<file path="src/rtl/ahb_cmd_master.sv">
// Command-to-AHB-Lite master bridge. It issues single transfers only, using a
// two-stage pipeline: stage A holds the address phase and stage D holds the
// data phase. Responses return in acceptance order.
module ahb_cmd_master #(
   parameter int unsigned ADDR_WIDTH = 32,
   parameter int unsigned DATA_WIDTH = 32
) (
   input  logic                  hclk,
   input  logic                  hresetn,
   input  logic                  cmd_valid,
   output logic                  cmd_ready,
   input  logic                  cmd_write,
   input  logic [ADDR_WIDTH-1:0] cmd_addr,
   input  logic [1:0]            cmd_size,
   input  logic [DATA_WIDTH-1:0] cmd_wdata,
   output logic                  rsp_valid,
   output logic [DATA_WIDTH-1:0] rsp_rdata,
   output logic                  rsp_err,
   output logic [ADDR_WIDTH-1:0] haddr,
   output logic [1:0]            htrans,
   output logic [1:0]            hsize,
   output logic                  hwrite,
   output logic [2:0]            hburst,
   output logic [DATA_WIDTH-1:0] hwdata,
   input  logic                  hready,
   input  logic                  hresp,
   input  logic [DATA_WIDTH-1:0] hrdata
);

   localparam logic [1:0] HtransIdle   = 2'b00;
   localparam logic [1:0] HtransNonseq = 2'b10;

   // StErrIdle is the second ERROR cycle: the bus shows IDLE and stage A is held.
   typedef enum logic {StNormal, StErrIdle} state_e;

   state_e                state_q, state_d;
   logic                  rdy_en_q, rdy_en_d;
   logic                  a_valid_q, a_valid_d;
   logic                  a_write_q, a_write_d;
   logic [ADDR_WIDTH-1:0] a_addr_q, a_addr_d;
   logic [1:0]            a_size_q, a_size_d;
   logic [DATA_WIDTH-1:0] a_wdata_q, a_wdata_d;
   logic                  d_valid_q, d_valid_d;
   logic                  d_write_q, d_write_d;
   logic [DATA_WIDTH-1:0] d_wdata_q, d_wdata_d;

   logic [1:0]            size_norm;
   logic [ADDR_WIDTH-1:0] addr_aligned;
   logic                  err_first;
   logic                  a_adv;
   logic                  accept;

   // Normalise the command size (3 behaves as word) and align the address to it.
   always_comb begin
      size_norm    = (cmd_size == 2'd3) ? 2'd2 : cmd_size;
      addr_aligned = cmd_addr;
      if (size_norm == 2'd1) addr_aligned[0] = 1'b0;
      if (size_norm == 2'd2) addr_aligned[1:0] = 2'b00;
   end

   // Pipeline control, the error sequencer and the next state of both stages.
   always_comb begin
      err_first = d_valid_q & hresp & ~hready;
      // A advances only when its address phase was really on the bus, i.e. not
      // during the forced IDLE cycle.
      a_adv     = a_valid_q & hready & (state_q == StNormal);
      // a_adv implies hready=1, so it already excludes the first ERROR cycle.
      cmd_ready = rdy_en_q & (~a_valid_q | a_adv);
      accept    = cmd_valid & cmd_ready;

      rdy_en_d  = 1'b1;
      state_d   = state_q;
      a_valid_d = a_valid_q;
      a_write_d = a_write_q;
      a_addr_d  = a_addr_q;
      a_size_d  = a_size_q;
      a_wdata_d = a_wdata_q;
      d_valid_d = d_valid_q;
      d_write_d = d_write_q;
      d_wdata_d = d_wdata_q;

      unique case (state_q)
         StNormal:  if (err_first) state_d = StErrIdle;
         StErrIdle: if (hready)    state_d = StNormal;
         default:   state_d = StNormal;
      endcase

      if (accept) begin
         a_valid_d = 1'b1;
         a_write_d = cmd_write;
         a_addr_d  = addr_aligned;
         a_size_d  = size_norm;
         a_wdata_d = cmd_wdata;
      end else if (a_adv) begin
         a_valid_d = 1'b0;
      end

      if (hready) begin
         d_valid_d = a_adv;
         d_write_d = a_write_q;
         d_wdata_d = a_wdata_q;
      end
   end

   // Bus and response outputs, all derived from the stage registers.
   always_comb begin
      htrans    = (a_valid_q && state_q == StNormal) ? HtransNonseq : HtransIdle;
      haddr     = a_valid_q ? a_addr_q : '0;
      hsize     = a_valid_q ? a_size_q : 2'd0;
      hwrite    = a_valid_q & a_write_q;
      hburst    = 3'b000;
      hwdata    = (d_valid_q && d_write_q) ? d_wdata_q : '0;
      rsp_valid = d_valid_q & hready;
      rsp_err   = rsp_valid & hresp;
      rsp_rdata = (rsp_valid && !d_write_q) ? hrdata : '0;
   end

   // State registers; reset discards both stages.
   always_ff @(posedge hclk or negedge hresetn) begin
      if (!hresetn) begin
         state_q   <= StNormal;
         rdy_en_q  <= 1'b0;
         a_valid_q <= 1'b0;
         a_write_q <= 1'b0;
         a_addr_q  <= '0;
         a_size_q  <= 2'd0;
         a_wdata_q <= '0;
         d_valid_q <= 1'b0;
         d_write_q <= 1'b0;
         d_wdata_q <= '0;
      end else begin
         state_q   <= state_d;
         rdy_en_q  <= rdy_en_d;
         a_valid_q <= a_valid_d;
         a_write_q <= a_write_d;
         a_addr_q  <= a_addr_d;
         a_size_q  <= a_size_d;
         a_wdata_q <= a_wdata_d;
         d_valid_q <= d_valid_d;
         d_write_q <= d_write_d;
         d_wdata_q <= d_wdata_d;
      end
   end

endmodule

</file>
<file path="config.mk">
export PLATFORM = sky130hd
export DESIGN_NAME = ahb_cmd_master
export DESIGN_NICKNAME = d
export VERILOG_FILES = /design/src/rtl/ahb_cmd_master.sv
export SDC_FILE = /design/constraint.sdc
export NUM_CORES = 1
export LEC_CHECK = 0
export CAP_MARGIN = 20
export CORE_MARGIN = 2
export CORE_UTILIZATION = 45
export DETAILED_ROUTE_END_ITERATION = 16
export DONT_BUFFER_PORTS = 1
export HOLD_SLACK_MARGIN = 0.06
export PLACE_DENSITY = 0.61
export SYNTH_ARGS = -nofsm -noshare
export SYNTH_HDL_FRONTEND = slang
export SYNTH_SLANG_ARGS = --single-unit
</file>
<file path="constraint.sdc">
create_clock -name hclk -period 1.5 [get_ports hclk]
set_input_delay 0.225 -clock hclk [delete_from_list [all_inputs] [get_ports hclk]]
set_output_delay 0.225 -clock hclk [all_outputs]
set_load 0.01 [all_outputs]
</file>
## Yosys cells after proc, flatten, opt, wreduce, memory -nomap -nowiden

Index checks and enable logic that the tools add are counted.

- Equal/unequal tests: 3
- Multiplexer cells: 13
- Bitwise logic cells: 13
- Reduce and logical (&&, ||, !) cells: 5

Operators with widths:

| cell | number |
|---|---|
| 2-to-1 mux 32 bit | 3 |
| bitwise AND 1 bit | 9 |
| 2-to-1 mux 2 bit | 4 |
| 2-to-1 mux 1 bit | 5 |
| == test 2 bit (second input constant) | 2 |
| logical AND 1 bit | 3 |
| inverter 1 bit | 3 |
| == test 2 x 1 -> 1 bit (second input constant) | 1 |
| one-hot mux 1 bit (2 select lines) | 1 |
| nonzero test 2 bit | 1 |
| logical NOT 1 bit | 1 |
| OR 1 bit | 1 |

- Register bits: 104
- Input bits: 104
- Output and inout port bits: 107
- Word-level logic and storage cells: 44

## Logic depth before layout (Yosys ltp)

- Depth after elaboration: 6
- Mapped depth: 5

## Least setup slack after synthesis

No wires, ideal clock.

- Kind: reg2reg
- Start point: reg state_q
- End point: reg a_addr_q[0]
- Arrival: 1.295 ns
- Required time: 1.373 ns
- Setup slack: 0.077 ns
- Stages on the path, launching flop included: 6
- Buffers on the path: 2
- Cell sequence: dfrtp_1 > nand2b_4 > a21oi_4 > buf_6 > buf_6 > mux2_1

- Cells in the longest elaborated chain, start to end: 5

Ends and longest elaborated chain:

| element | RTL line | RTL |
|---|---|---|
| start, declared | 36 | `state_e state_q, state_d;` |
| start signal, assigned | 121 | `state_q <= StNormal;` |
| start signal, assigned | 132 | `state_q <= state_d;` |
| inverter 1 bit | - |  |
| bitwise AND 1 bit | 66 | `a_adv = a_valid_q & hready & (state_q == StNormal);` |
| OR 1 bit | 68 | `cmd_ready = rdy_en_q & (~a_valid_q \| a_adv);` |
| bitwise AND 1 bit | 68 |  |
| bitwise AND 1 bit | 69 | `accept = cmd_valid & cmd_ready;` |
| end signal, assigned | 136 | `a_addr_q <= a_addr_d;` |
| end, declared | 40 | `logic [ADDR_WIDTH-1:0] a_addr_q, a_addr_d;` |

Every way passes these cells.
A chain may end at the register's enable or synchronous reset.

## Final worst setup path

- Start point: reg d_valid_q
- End point: out rsp_rdata[9]

- Cells in the longest elaborated chain, start to end: 3

Ends and longest elaborated chain:

| element | RTL line | RTL |
|---|---|---|
| start, declared | 43 | `logic d_valid_q, d_valid_d;` |
| start signal, assigned | 139 | `d_valid_q <= d_valid_d;` |
| bitwise AND 1 bit | 113 | `rsp_valid = d_valid_q & hready;` |
| logical AND 1 bit | 115 | `rsp_rdata = (rsp_valid && !d_write_q) ? hrdata : '0;` |
| 2-to-1 mux 32 bit | 115 |  |
| end, declared | 17 | `output logic [DATA_WIDTH-1:0] rsp_rdata,` |

Every way passes these cells.

==> results_dict.tcl <==
set metrics [dict create \
    status "finished, violations left" \
    h-tree-depth 3 \
    setup_slack_ns -0.1161 \
    cpMaxStageDelayCell "dfrtp_1" \
    wl_um 11810 \
    crit_path_end_kind "output port" \
    io_buffers 0 \
    rows 37 \
    hold_buffers 67 \
    path_cells "and2_4 -> and2b_4 -> buf_12 -> and2_4" \
    crit_arrival_ns 1.39 \
    core_region_area_sq_um 10180 \
    vias 3020 \
    grt_pass1_wl_um 16660 \
    ir_drop_v 0.0007065 \
    drt_first_pass_iters 4 \
    fin_skew_ns 0.005491 \
    finalMaxSlewViolations 0 \
    rsz0062_at_grt "yes" \
    hold_viol 104 \
    synth_warnings 0 \
    tritoncts "done" \
    drc 0 \
    cts.sinks 104 \
    crit_fanout 10 \
    dp_hpwl_um 6390 \
    clk_latency_ns 0.35 \
    grt_max_degree 105 \
    dp_cells 471 \
    dieArea_sq_um 11150 \
    setup-violations-final 106 \
    critPathLaunchType "register" \
    cellPowerDensity_nw_per_um2 1209 \
    p_leak_nw 2.917 \
    synth_area_sq_um 4644 \
    die_h_um 105.6 \
    final_area_sq_um 6314 \
    fmax_ghz 0.6188 \
    ys_types 19 \
    fp.dieW_um 105.6 \
    final_nets 536 \
    ys_ff_latch 104 \
    drive_gt1_share_pct 42.79 \
    placed_area_sq_um 4761 \
    overflow 0 \
    final_cell_mix "dfrtp_1 (103), dlygate4sd3_1 (66), and2_4 (52)" \
    antenna_found_initial 1 \
    cts_buffers 9 \
    grt_pass1_vias 3126 \
    crit_top_cell "and2_4" \
    avgSynthCellArea_sq_um 13.31 \
    max_stage_delay_ns 0.39 \
    post_drt_wl_per_cell_um 20.57 \
    finalCritPeriodShare_pct 107.7 \
    area_delta_synth_final_pct 35.94 \
    hold-worst-slack_ns -0.4456 \
    start_util_pct 45.60 \
    io_pins 211 \
    hp-class "input pin to async pin" \
    post-route-min-period_ns 1.616 \
    cts.clk_slew.worst_paths_ns 0.09 \
    cp.required_ns 1.27 \
    drtAntennaViolNets 0 \
    drt_iter0_drc 83 \
    stdcell_count 574 \
    cts-root-buf "clkbuf_8" \
    drv_cap 0 \
    path_class "register to output port" \
    viasPerCell 5.261 \
    failed_checks "hold timing, setup timing" \
    final_common_cell "dfrtp_1" \
    syn_inst 349 \
    gp_congestion 0.6606 \
    yosysSeqAreaShare_pct 56.03 \
    grt_usage_pct 19.55 \
    clock_path_buffers 2 \
]
-- worst paths after layout --
path	startpoint	endpoint	slack [ns]	cells after the start
max in group asynchronous	hresetn	a_addr_q[6]	1.80	0
setup reg to reg	state_q	a_addr_q[9]	-0.06	5
setup / recovery	d_valid_q	rsp_rdata[9]	-0.12	4
hold reg to reg	a_wdata_q[30]	a_wdata_q[30]	0.48	1
hold / removal	hresetn	d_wdata_q[17]	-0.45	0
min in group hclk	cmd_size[1]	a_size_q[0]	0.14	2
-- power breakdown --
part,leakage [nW],switching (W),internal (W)
clock network,0.113,0.000898,0.000954
registers,1.23,0.000314,0.00342
logic,1.58,0.000830,0.00121
total,2.92,0.00204,0.00559
-- worst max-delay path: cells and delay by family (launching register included) --
kind	cells	cell delay [ns]
buf+inv	1	0.14
flops	1	0.39
simple gates	3	0.51
-- registers in the layout (all words and copies together), names as in the netlist --
register / count
d_valid_q: 1
a_wdata_q: 32
a_addr_q: 32
state_q: 1
d_wdata_q: 32
d_write_q: 1
rdy_en_q: 1
a_valid_q: 1
a_size_q: 2
a_write_q: 1
-- repair_timing --
| action | in CTS | in global routing |
|---|---|---|
| gates cloned | 4 | 6 |
| resized for setup | 50 | 70 |
| endpoints found under the setup margin | 144 | 134 |
| buffers inserted | 7 | 3 |
| pin swaps | 8 | 9 |
| hold endpoints to repair | 204 | 104 |
-- through the flow --
step,setup TNS [ns],worst slack [ns],hold WS [ns],power [W],util [%]
CTS,-6.907,-0.1469,-0.4656,0.007317,58.21
global placement,0,0.03427,-0.06846,0.005065,46.74
finish,-5.641,-0.1161,-0.4456,0.007631,61.99
global route,-13.31,-0.1775,-0.4710,0.008012,61.99
detailed placement,-0.06310,-0.01983,-0.06795,0.005136,46.74
floorplan,0,0.07708,-0.07059,0.004836,-
-- routing by layer --
layer / part of all wire, % / GRT usage [%]
met3: 7.2 / 4.205
met4: 3.0 / 9.868
met2: 50 / 34.52
met5: 0 / 0
met1: 40 / 22.28
-- layout make-up --
cell class | count | area, sq um
fill | 799 | 3871
sequential | 104 | 2604
multi-input combinational | 221 | 2191
timing repair buffer | 96 | 1129
clock buffer | 14 | 182.7
tap | 136 | 170.2
clock inverter | 2 | 35.03
antenna | 1 | 2.502
-- kinds of logic (layout without fill, tap and decap cells) --
| logic type | count (synthesis) | count (layout) | share of synthesized area [%] |
|---|---|---|---|
| AND/OR/NAND/NOR | 112 | 113 | 15.14 |
| flip-flops | 104 | 104 | 56.03 |
| multiplexers | 101 | 101 | 24.49 |
| buffers and inverters | 28 | 112 | 3.718 |
| other | 2 | 6 | 0.1617 |
| AO/OA/AOI/OAI | 2 | 2 | 0.4580 |
-- synth_stat cells --
cell type | n | area share [%]
a21oi_1 | 1 | 0.11
a21oi_4 | 1 | 0.35
and2_1 | 69 | 9.3
and2b_4 | 1 | 0.22
and3_1 | 33 | 4.4
buf_2 | 3 | 0.32
buf_4 | 8 | 1.3
buf_6 | 4 | 0.97
clkbuf_1 | 10 | 0.81
clkbuf_2 | 3 | 0.32
conb_1 | 2 | 0.16
dfrtp_1 | 104 | 56
mux2_1 | 30 | 7.3
mux2_2 | 71 | 17
nand2_1 | 3 | 0.24
nand2b_4 | 1 | 0.30
nor2_1 | 1 | 0.081
nor2b_1 | 3 | 0.40
nor3b_1 | 1 | 0.16
No activity file was read; power rests on OpenSTA's default activity.
